--- config.mk ---
export PLATFORM = sky130hd
export DESIGN_NAME = phase_scheduler
export DESIGN_NICKNAME = d
export VERILOG_FILES = /design/src/rtl/traffic_pkg.sv /design/src/rtl/tick_gen.sv /design/src/rtl/phase_scheduler.sv
export SDC_FILE = /design/constraint.sdc
export NUM_CORES = 1
export LEC_CHECK = 0
export CORE_MARGIN = 2
export CORE_UTILIZATION = 40
export DETAILED_ROUTE_END_ITERATION = 10
export SLEW_MARGIN = 20
export SYNTH_ARGS = -nofsm -noshare
export SYNTH_HDL_FRONTEND = slang
export SYNTH_SLANG_ARGS = --single-unit
--- constraint.sdc ---
create_clock -name clk -period 3.4 [get_ports clk]
set_clock_uncertainty 0.15 [all_clocks]
set_input_delay 0.85 -clock clk [delete_from_list [all_inputs] [get_ports clk]]
set_output_delay 0.85 -clock clk [all_outputs]
set_load 0.02 [all_outputs]
--- src/rtl/traffic_pkg.sv ---
// Shared encodings for the phase scheduler: state codes and LEDS patterns.
// LEDS bit order is {NS_G, NS_Y, NS_R, EW_G, EW_Y, EW_R}.
package traffic_pkg;

    typedef enum logic [2:0] {
        ST_NS_G = 3'd0,
        ST_NS_Y = 3'd1,
        ST_AR1  = 3'd2,
        ST_EW_G = 3'd3,
        ST_EW_Y = 3'd4,
        ST_AR2  = 3'd5
    } state_t;

    localparam logic [5:0] LED_NS_G = 6'b100001;
    localparam logic [5:0] LED_NS_Y = 6'b010001;
    localparam logic [5:0] LED_AR1  = 6'b001001;
    localparam logic [5:0] LED_EW_G = 6'b001100;
    localparam logic [5:0] LED_EW_Y = 6'b001010;
    localparam logic [5:0] LED_AR2  = 6'b001001;

    // Lamp pattern for a state code; the two unused codes show all-red.
    function automatic logic [5:0] leds_of(input logic [2:0] s);
        case (s)
            3'd0:    leds_of = LED_NS_G;
            3'd1:    leds_of = LED_NS_Y;
            3'd2:    leds_of = LED_AR1;
            3'd3:    leds_of = LED_EW_G;
            3'd4:    leds_of = LED_EW_Y;
            3'd5:    leds_of = LED_AR2;
            default: leds_of = LED_AR1;
        endcase
    endfunction

endpackage

--- src/rtl/tick_gen.sv ---
// One-cycle tick every TICK_DIV clocks; counter restarts from 0 on reset.
module tick_gen #(
    parameter int TICK_DIV = 50000000
) (
    input  logic clk,
    input  logic rst_n,
    output logic tick
);
    localparam int            CW   = (TICK_DIV > 1) ? $clog2(TICK_DIV) : 1;
    localparam logic [CW-1:0] LAST = CW'(TICK_DIV - 1);

    logic [CW-1:0] cnt;

    // Free-running prescaler 0..TICK_DIV-1.
    always_ff @(posedge clk or negedge rst_n) begin
        if (!rst_n)           cnt <= '0;
        else if (cnt == LAST) cnt <= '0;
        else                  cnt <= cnt + CW'(1);
    end

    assign tick = (cnt == LAST);

endmodule

--- src/rtl/phase_scheduler.sv ---
// Two-road traffic phase scheduler with pedestrian truncation and walk lamps.
// Optional emergency preemption is built only when EMERG_PREEMPT_EN is defined;
// otherwise emerg_req/emerg_dir are ignored and no related logic exists.
// phase reflects the state register directly; LEDS/walk are registered.
module phase_scheduler
    import traffic_pkg::*;
#(
    parameter int TICK_DIV  = 50000000,
    parameter int GREEN_NS  = 10,
    parameter int GREEN_EW  = 10,
    parameter int GREEN_MIN = 4,
    parameter int YELLOW    = 3,
    parameter int ALLRED    = 2,
    parameter int WALK      = 5
) (
    input  logic       clk,
    input  logic       rst_n,
    input  logic [1:0] ped_req,
    input  logic       emerg_req,
    input  logic       emerg_dir,
    output logic [5:0] LEDS,
    output logic [1:0] walk,
    output logic [2:0] phase
);
    // Last tcnt value of each timed interval.
    localparam logic [5:0] T_NSG  = 6'(GREEN_NS - 1);
    localparam logic [5:0] T_EWG  = 6'(GREEN_EW - 1);
    localparam logic [5:0] T_MIN  = 6'(GREEN_MIN - 1);
    localparam logic [5:0] T_Y    = 6'(YELLOW - 1);
    localparam logic [5:0] T_AR   = 6'(ALLRED - 1);
    localparam logic [5:0] T_WALK = 6'(WALK - 1);

    state_t     state, nstate;
    logic [5:0] tcnt;
    logic       tick;
    logic [5:0] leds_d;
    logic [1:0] pend, walk_r, enter, serve_n, blk;
    logic       tgt_ns, tgt_ew, hold, force_exit;

    tick_gen #(.TICK_DIV(TICK_DIV)) u_tick (
        .clk   (clk),
        .rst_n (rst_n),
        .tick  (tick)
    );

`ifdef EMERG_PREEMPT_EN
    assign tgt_ns = emerg_req && !emerg_dir;
    assign tgt_ew = emerg_req &&  emerg_dir;
`else
    logic unused_emerg;
    assign unused_emerg = emerg_req ^ emerg_dir;
    assign tgt_ns = 1'b0;
    assign tgt_ew = 1'b0;
`endif

    // Held in the requested green; pushed out of the opposing green.
    assign hold       = (state == ST_NS_G && tgt_ns) || (state == ST_EW_G && tgt_ew);
    assign force_exit = (state == ST_NS_G && tgt_ew) || (state == ST_EW_G && tgt_ns);

    // State register and per-state tick counter (cleared on every change).
    always_ff @(posedge clk or negedge rst_n) begin
        if (!rst_n) begin
            state <= ST_NS_G;
            tcnt  <= '0;
        end else begin
            state <= nstate;
            if (nstate != state)   tcnt <= '0;
            else if (tick && !hold) tcnt <= tcnt + 6'd1;
        end
    end

    // Next state: greens may end early, yellow/all-red always run full length.
    always_comb begin
        nstate = state;
        case (state)
            ST_NS_G: if (tick && !hold &&
                         (tcnt == T_NSG || force_exit || (pend[0] && tcnt >= T_MIN)))
                         nstate = ST_NS_Y;
            ST_NS_Y: if (tick && tcnt == T_Y)  nstate = ST_AR1;
            ST_AR1:  if (tick && tcnt == T_AR) nstate = ST_EW_G;
            ST_EW_G: if (tick && !hold &&
                         (tcnt == T_EWG || force_exit || (pend[1] && tcnt >= T_MIN)))
                         nstate = ST_EW_Y;
            ST_EW_Y: if (tick && tcnt == T_Y)  nstate = ST_AR2;
            ST_AR2:  if (tick && tcnt == T_AR) nstate = ST_NS_G;
            default: nstate = ST_NS_G;
        endcase
    end

    // Output decode from the current state.
    always_comb begin
        leds_d = leds_of(state);
    end

    // Lamp register: one cycle behind the state register.
    always_ff @(posedge clk or negedge rst_n) begin
        if (!rst_n) LEDS <= LED_NS_G;
        else        LEDS <= leds_d;
    end

    // Lane 0 crosses NS and is served by EW_G; lane 1 the reverse.
    assign enter[0]   = (nstate == ST_EW_G) && (state != ST_EW_G);
    assign enter[1]   = (nstate == ST_NS_G) && (state != ST_NS_G);
    assign serve_n[0] = (nstate == ST_EW_G);
    assign serve_n[1] = (nstate == ST_NS_G);
    assign blk[0]     = tgt_ew;
    assign blk[1]     = tgt_ns;

    for (genvar i = 0; i < 2; i++) begin : g_lane
        logic       ped_q, pend_q, walk_q;
        logic [5:0] wcnt;

        // Press latch and walk timer; entry to the serving green clears the latch.
        always_ff @(posedge clk or negedge rst_n) begin
            if (!rst_n) begin
                ped_q  <= 1'b0;
                pend_q <= 1'b0;
                walk_q <= 1'b0;
                wcnt   <= '0;
            end else begin
                ped_q <= ped_req[i];
                if (enter[i])
                    pend_q <= 1'b0;
                else if (ped_req[i] && !ped_q && !walk_q)
                    pend_q <= 1'b1;

                if (enter[i]) begin
                    walk_q <= pend_q && !blk[i];
                    wcnt   <= '0;
                end else if (!serve_n[i] || blk[i]) begin
                    walk_q <= 1'b0;
                end else if (walk_q && tick) begin
                    if (wcnt == T_WALK) walk_q <= 1'b0;
                    else                wcnt   <= wcnt + 6'd1;
                end
            end
        end

        assign pend[i]   = pend_q;
        assign walk_r[i] = walk_q;
    end

    assign walk  = walk_r;
    assign phase = state;

endmodule

# [After elaboration in Yosys (flattened, before gate mapping)]
# Index checks and enable logic that the tools add are counted.
[totals] latchBits=0 input_bits=6 output_inout_bits=11 wordCells=102 mem_count=0 mem_bits_ro=0 reg_bits=59 ramBits=0
[classes] reduce_logical=34 multipliers=0 n_bitwise=0 addsub=4 muxes=31 n_div=0 n_eq_ne=20 shift=0 magnitude_cmp=1
[ops] op="two-way mux 6 bit" count=10
[ops] op="adder 26 x 1 -> 26 bit (second input constant)" count=1
[ops] op="equality test 26 bit (second input constant)" count=1
[ops] op="two-way mux 26 bit" count=1
[ops] op="one-hot mux 6 bit (4 select lines)" count=1
[ops] op="adder 6 x 1 -> 6 bit (second input constant)" count=3
[ops] op="two-way mux 3 bit" count=6
[ops] op="one-hot mux 3 bit (6 select lines)" count=1
[ops] op="inequality test 3 x 2 -> 1 bit (second input constant)" count=5
[ops] op="logical AND 1 bit" count=14
[ops] op="nonzero test 2 bit" count=7
[ops] op="equality test 6 x 3 -> 1 bit (second input constant)" count=2
[ops] op="two-way mux 1 bit" count=12
[ops] op="equality test 3 x 2 -> 1 bit (second input constant)" count=3
[ops] op="equality test 3 bit (second input constant)" count=2
[ops] op="equality test 6 x 1 -> 1 bit (second input constant)" count=1
[ops] op="equality test 6 x 2 -> 1 bit (second input constant)" count=1
[ops] op="equality test 6 x 4 -> 1 bit (second input constant)" count=1
[ops] op="greater-or-equal comparator 6 x 2 -> 1 bit (second input constant)" count=1
[ops] op="zero test 3 bit" count=2
[ops] op="AND reduction 3 bit" count=2
[ops] op="zero test 1 bit" count=4
[ops] op="inequality test 2 bit (second input constant)" count=2
[ops] op="AND reduction 2 bit" count=2
[ops] op="4 further kinds" count=5

# [Depth between registers and ports, before layout]
[depth] ltp_word=10 mapped_depth=10 mapped_depth_nobuf=9

# [Cells and area by module]
# From an unflattened synthesis, not the netlist that was laid out.
[hier_totals] cells_unflattened=320 hier_area_um2=3130.5
[modules_own_cells] module="phase_scheduler" instances=1 area_per_inst_um2=1793.0 cells_per_inst=186
[modules_own_cells] module="tick_gen" instances=1 area_per_inst_um2=1337.5 cells_per_inst=134

# [Least setup slack after synthesis]
# Ideal clock, no wire load.
[synth_path] path_type="register to register" startpoint="reg tcnt[1]" endpoint="reg g_lane[1].wcnt[3]" t_required_ns=3.173 path_buffers=1 synth_period_minus_slack_ns=2.577 arrival_ns=2.349 stages_incl_launch_ff=11 path_slack_ns=0.823 path_cell_list="dfrtp_1 -> inv_1 -> ha_1 -> nor4b_4 -> o21ai_2 -> a2111oi_1 -> o32ai_1 -> nand4b_1 -> buf_2 -> or3_1 -> a21oi_1"
[synth_via] elab_chain_len=10 elab_cells_between_ends=26
[synth_rtl] element="start, declared" line="phase_scheduler.sv:34" rtl="logic [5:0] tcnt;"
[synth_rtl] element="start signal, assigned" line="phase_scheduler.sv:68" rtl="else if (tick && !hold) tcnt <= tcnt + 6'd1;"
[synth_rtl] element="greater-or-equal comparator 6 x 2 -> 1 bit" line="phase_scheduler.sv:77, phase_scheduler.sv:82"
[synth_rtl] element="logical AND 1 bit (on tied branches)" line="phase_scheduler.sv:82, phase_scheduler.sv:77"
[synth_rtl] element="logical OR 1 bit (on tied branches)" line="phase_scheduler.sv:82, phase_scheduler.sv:77"
[synth_rtl] element="logical AND 1 bit (on tied branches)" line="phase_scheduler.sv:81, phase_scheduler.sv:76"
[synth_rtl] element="two-way mux 3 bit (on tied branches)" line="phase_scheduler.sv:81, phase_scheduler.sv:76"
[synth_rtl] element="one-hot mux 3 bit (6 select lines) (*)" line="phase_scheduler.sv:75" rtl="case (state)"
[synth_rtl] element="zero test 3 bit (*)" line="phase_scheduler.sv:103, phase_scheduler.sv:105"
[synth_rtl] element="logical AND 1 bit" line="phase_scheduler.sv:103" rtl="assign enter[1] = (nstate == ST_NS_G) && (state != ST_NS_G);"
[synth_rtl] element="inequality test 2 bit (no line) / nonzero test 2 bit (equally long branches)"
[synth_rtl] element="AND reduction 3 bit (no line)"
[synth_rtl] element="end signal, assigned" line="phase_scheduler.sv:134" rtl="else wcnt <= wcnt + 6'd1;"
[synth_rtl] element="end, declared" line="phase_scheduler.sv:111" rtl="logic [5:0] wcnt;"
# Every way passes the cells marked *; elsewhere a longest branch is shown, timed or not.
# A chain may end at the register's enable or synchronous reset.

# [Final worst setup path]
[layout_path] startpoint="reg tcnt[1]" endpoint="reg g_lane[1].wcnt[5]"
# Same word-level chain as after synthesis.

==> results.ini <==
[status]
outcome=finished clean

[critical_path]
start_kind=flip-flop
crit_path_top_delay_cell=or4_1
path_cells=inv_1, ha_1, nor4b_4, o21ai_2, a2111oi_1, o32ai_1, nand4b_1, or4_1, a21oi_1
required_ns=3.51
crit_fanout=6
criticalPathCategory=flip-flop to flip-flop
endpoint_kind=flip-flop
cp.arrival_ns=3.25
critPathMaxStageDelay_ns=0.58

[clocking]
worstSkewPairLatency_ns=0.33
clk_pin_slew_worst_paths_ns=0.06
cts-htree-levels=3
clockBufferDepth=2
cts_hold_buf=0
cts.sinks=59
cts_root_buf=clkbuf_8
numCtsBuffers=9
cts_tree=yes

[timing]
rsz0062_at_grt=no
fmax_mhz=318.0
worst_pin_slew_ns=0.7263
slew_viol_final=0
fin_tns_setup_ns=0
setup_viol=0
relSlewSlack_pct=51.58
min_period_ns=3.145
finalCritPeriodShare_pct=92.49
setup_ws_ns=0.2553
hold_violations=0

[floorplan]
initial_core_util_pct=41.56
fp.dieH_um=91.04
pin_count=17
rows=31
die_area_sq_mm=0.008288
core_area_sq_mm=0.007292
die_w_um=91.04

[finish]
multiInputGateArea_sq_mm=0.001460
synthToLayoutAreaGrowth_pct=16.31
fillers=718
final_net_count=349
drive_above_1_share_pct=12.65
diodes=0
regArea_sq_mm=0.001479

[placement]
dpl_worst_slack_ns=0.2642
place_congestion=0.8183
dp_hpwl_mm=4.090
portBuffers=14

[drt]
routedWlPerCell_um=13.68
drt-vias-per-instance=5.180
detail-route-antenna-nets=0
wl_mm=6.004
drtPass1Iterations=4
route.detailed.drc=0
drtIter0Drc=113
vias=2274

[synthesis]
synth_flop_cell=dfrtp_1
synth_enable_flop_cells=0
synth_cell_types=47
ys_seq_elements=59
syn_area_sq_mm=0.003030
synth.top_cell.area_share_pct=47.07
synth.avg_cell_area_sq_um=9.839
yosysSeqAreaShare_pct=48.80
syn_inst=308
synth_top_area_cell=dfrtp_1
async_flop_share_pct=100.0
synth_nets=322
yosysWarnings=0
synth_area_leaders=dfrtp_1 (47%), xor2_1 (5.2%), nor2_1 (4.7%), nand2_1 (3.8%), ha_1 (3.3%)

[pwr]
p_leak_nw=1.526
vdd_drop_max_mv=0.1566
pwr_density_cell_mw_per_mm2=375.3

[global_routing]
grt_usage_pct=16.06
grt_max_degree=60
overflow=0
grt_first_pass_wirelength_mm=10.67
grt_pass1_vias=2300
antenna_found_initial=0

[worst_hold_path]
hold_path_class=flip-flop to flip-flop

[flow_run]
maxCapViolCount=0

[report_power, final]
| group | leakage (nW) | switching, W | internal [W] |
|---|---|---|---|
| combinational | 0.639 | 0.0000137 | 0.00000349 |
| clock | 0.0997 | 0.000258 | 0.000344 |
| sequential | 0.788 | 0.000000298 | 0.000704 |
| total | 1.53 | 0.000272 | 0.00105 |
[cell usage after synthesis, types with 3 or more instances]
cell type  instances
dfrtp_1           57
nor2_1            38
nand2_1           31
xor2_1            18
nand3_1           16
a21oi_1           13
inv_1             12
nand4_1           12
o21ai_0           12
xnor2_1           11
ha_1               8
or3_1              8
clkbuf_1           5
nor3_1             5
and3_1             4
nand2b_1           4
nor4_1             4
o31ai_1            4
buf_4              3
nand3b_1           3
o21ai_1            3
or4_1              3
[cell usage in the layout (no fill, tap or decap), types with 4 or more instances in the layout]
cell	count
o31ai_1	4
a21oi_1	13
nand2b_1	4
and3_1	4
o21ai_0	12
nand3_1	16
nand2_1	31
xor2_1	18
ha_1	8
nor3_1	4
clkdlybuf4s50_1	13
nor2_1	38
nand4_1	12
dfrtp_1	57
nor4_1	4
buf_4	12
or3_1	8
inv_1	12
xnor2_1	11
clkbuf_8	13
[routing by layer]
| layer | global-route usage, % | vias to the layer above | share of wire (%) |
|---|---|---|---|
| li1 | - | 1129 | - |
| met1 | 21.86 | 1098 | 49 |
| met2 | 23.83 | 36 | 45 |
| met3 | 3.734 | 11 | 3.3 |
| met4 | 8.333 | 0 | 2.1 |
| met5 | 0 | - | 0 |
[what timing repair did]
item	CTS	global route
setup endpoints to repair	0	1
gates resized for setup	0	0
buffers inserted	0	3
[final cells by class]
| class | count | area share [%] |
|---|---|---|
| Clock inverter | 1 | 0.1420 |
| Clock buffer | 15 | 5.289 |
| Inverter | 12 | 1.278 |
| Multi-Input combinational cell | 227 | 41.43 |
| Timing Repair Buffer | 26 | 6.390 |
| Tap cell | 99 | 3.514 |
| Sequential cell | 59 | 41.96 |
[state kept, by name (all words and copies together), names as in the netlist]
name / count
g_lane.wcnt: 12
LEDS: 6
g_lane.ped_q: 2
phase: 3
u_tick.cnt: 26
tcnt: 6
g_lane.walk_q: 2
g_lane.pend_q: 2
[worst max-delay path, delay by kind of cell (launching register included)]
kind,cells,cell delay [ns]
buf+inv,1,0.07
simple gates,3,1.19
flops,1,0.42
compound gates,4,1.05
fa+ha+maj,1,0.20
[path summary, 6_finish.rpt]
| check | from | to | slack (ns) | cells past startpoint |
|---|---|---|---|---|
| min in group asynchronous | rst_n | g_lane[0].wcnt[3] | 0.51 | 2 |
| max in group asynchronous | rst_n | u_tick.cnt[9] | 2.11 | 2 |
| worst max register to register | tcnt[1] | g_lane[1].wcnt[5] | 0.26 | 9 |
| worst min register to register | u_tick.cnt[0] | u_tick.cnt[0] | 0.33 | 1 |
| worst max-delay path | tcnt[1] | g_lane[1].wcnt[5] | 0.26 | 9 |
| worst min-delay path | u_tick.cnt[0] | u_tick.cnt[0] | 0.33 | 1 |
[cells by family after synthesis]
| kind of cell | share of synthesized area, % |
|---|---|
| and+or+nand+nor | 26.05 |
| DFF | 48.80 |
| AOI/OAI and AO/OA | 9.909 |
| xor gates and xnor gates | 8.381 |
| buffers and inverters | 3.179 |
| adders and majority gates | 3.303 |
| muxes | 0.3716 |
[per-stage QoR]
step           cell area [sq um]  hold WS, ns  utilization (%)  power (W)  cells
6_report                    3525       0.3327            48.34   0.001323    439
5_1_grt                     3525       0.3605            48.34   0.001372    439
4_1_cts                     3502       0.3350            48.03   0.001344    436
3_5_place_dp                3311       0.3266            45.40  0.0007354    420
3_3_place_gp                3311       0.3247            45.40  0.0007352    420
2_1_floorplan               3030       0.3021                -  0.0007172    308
(Power assumes the default switching activity.)
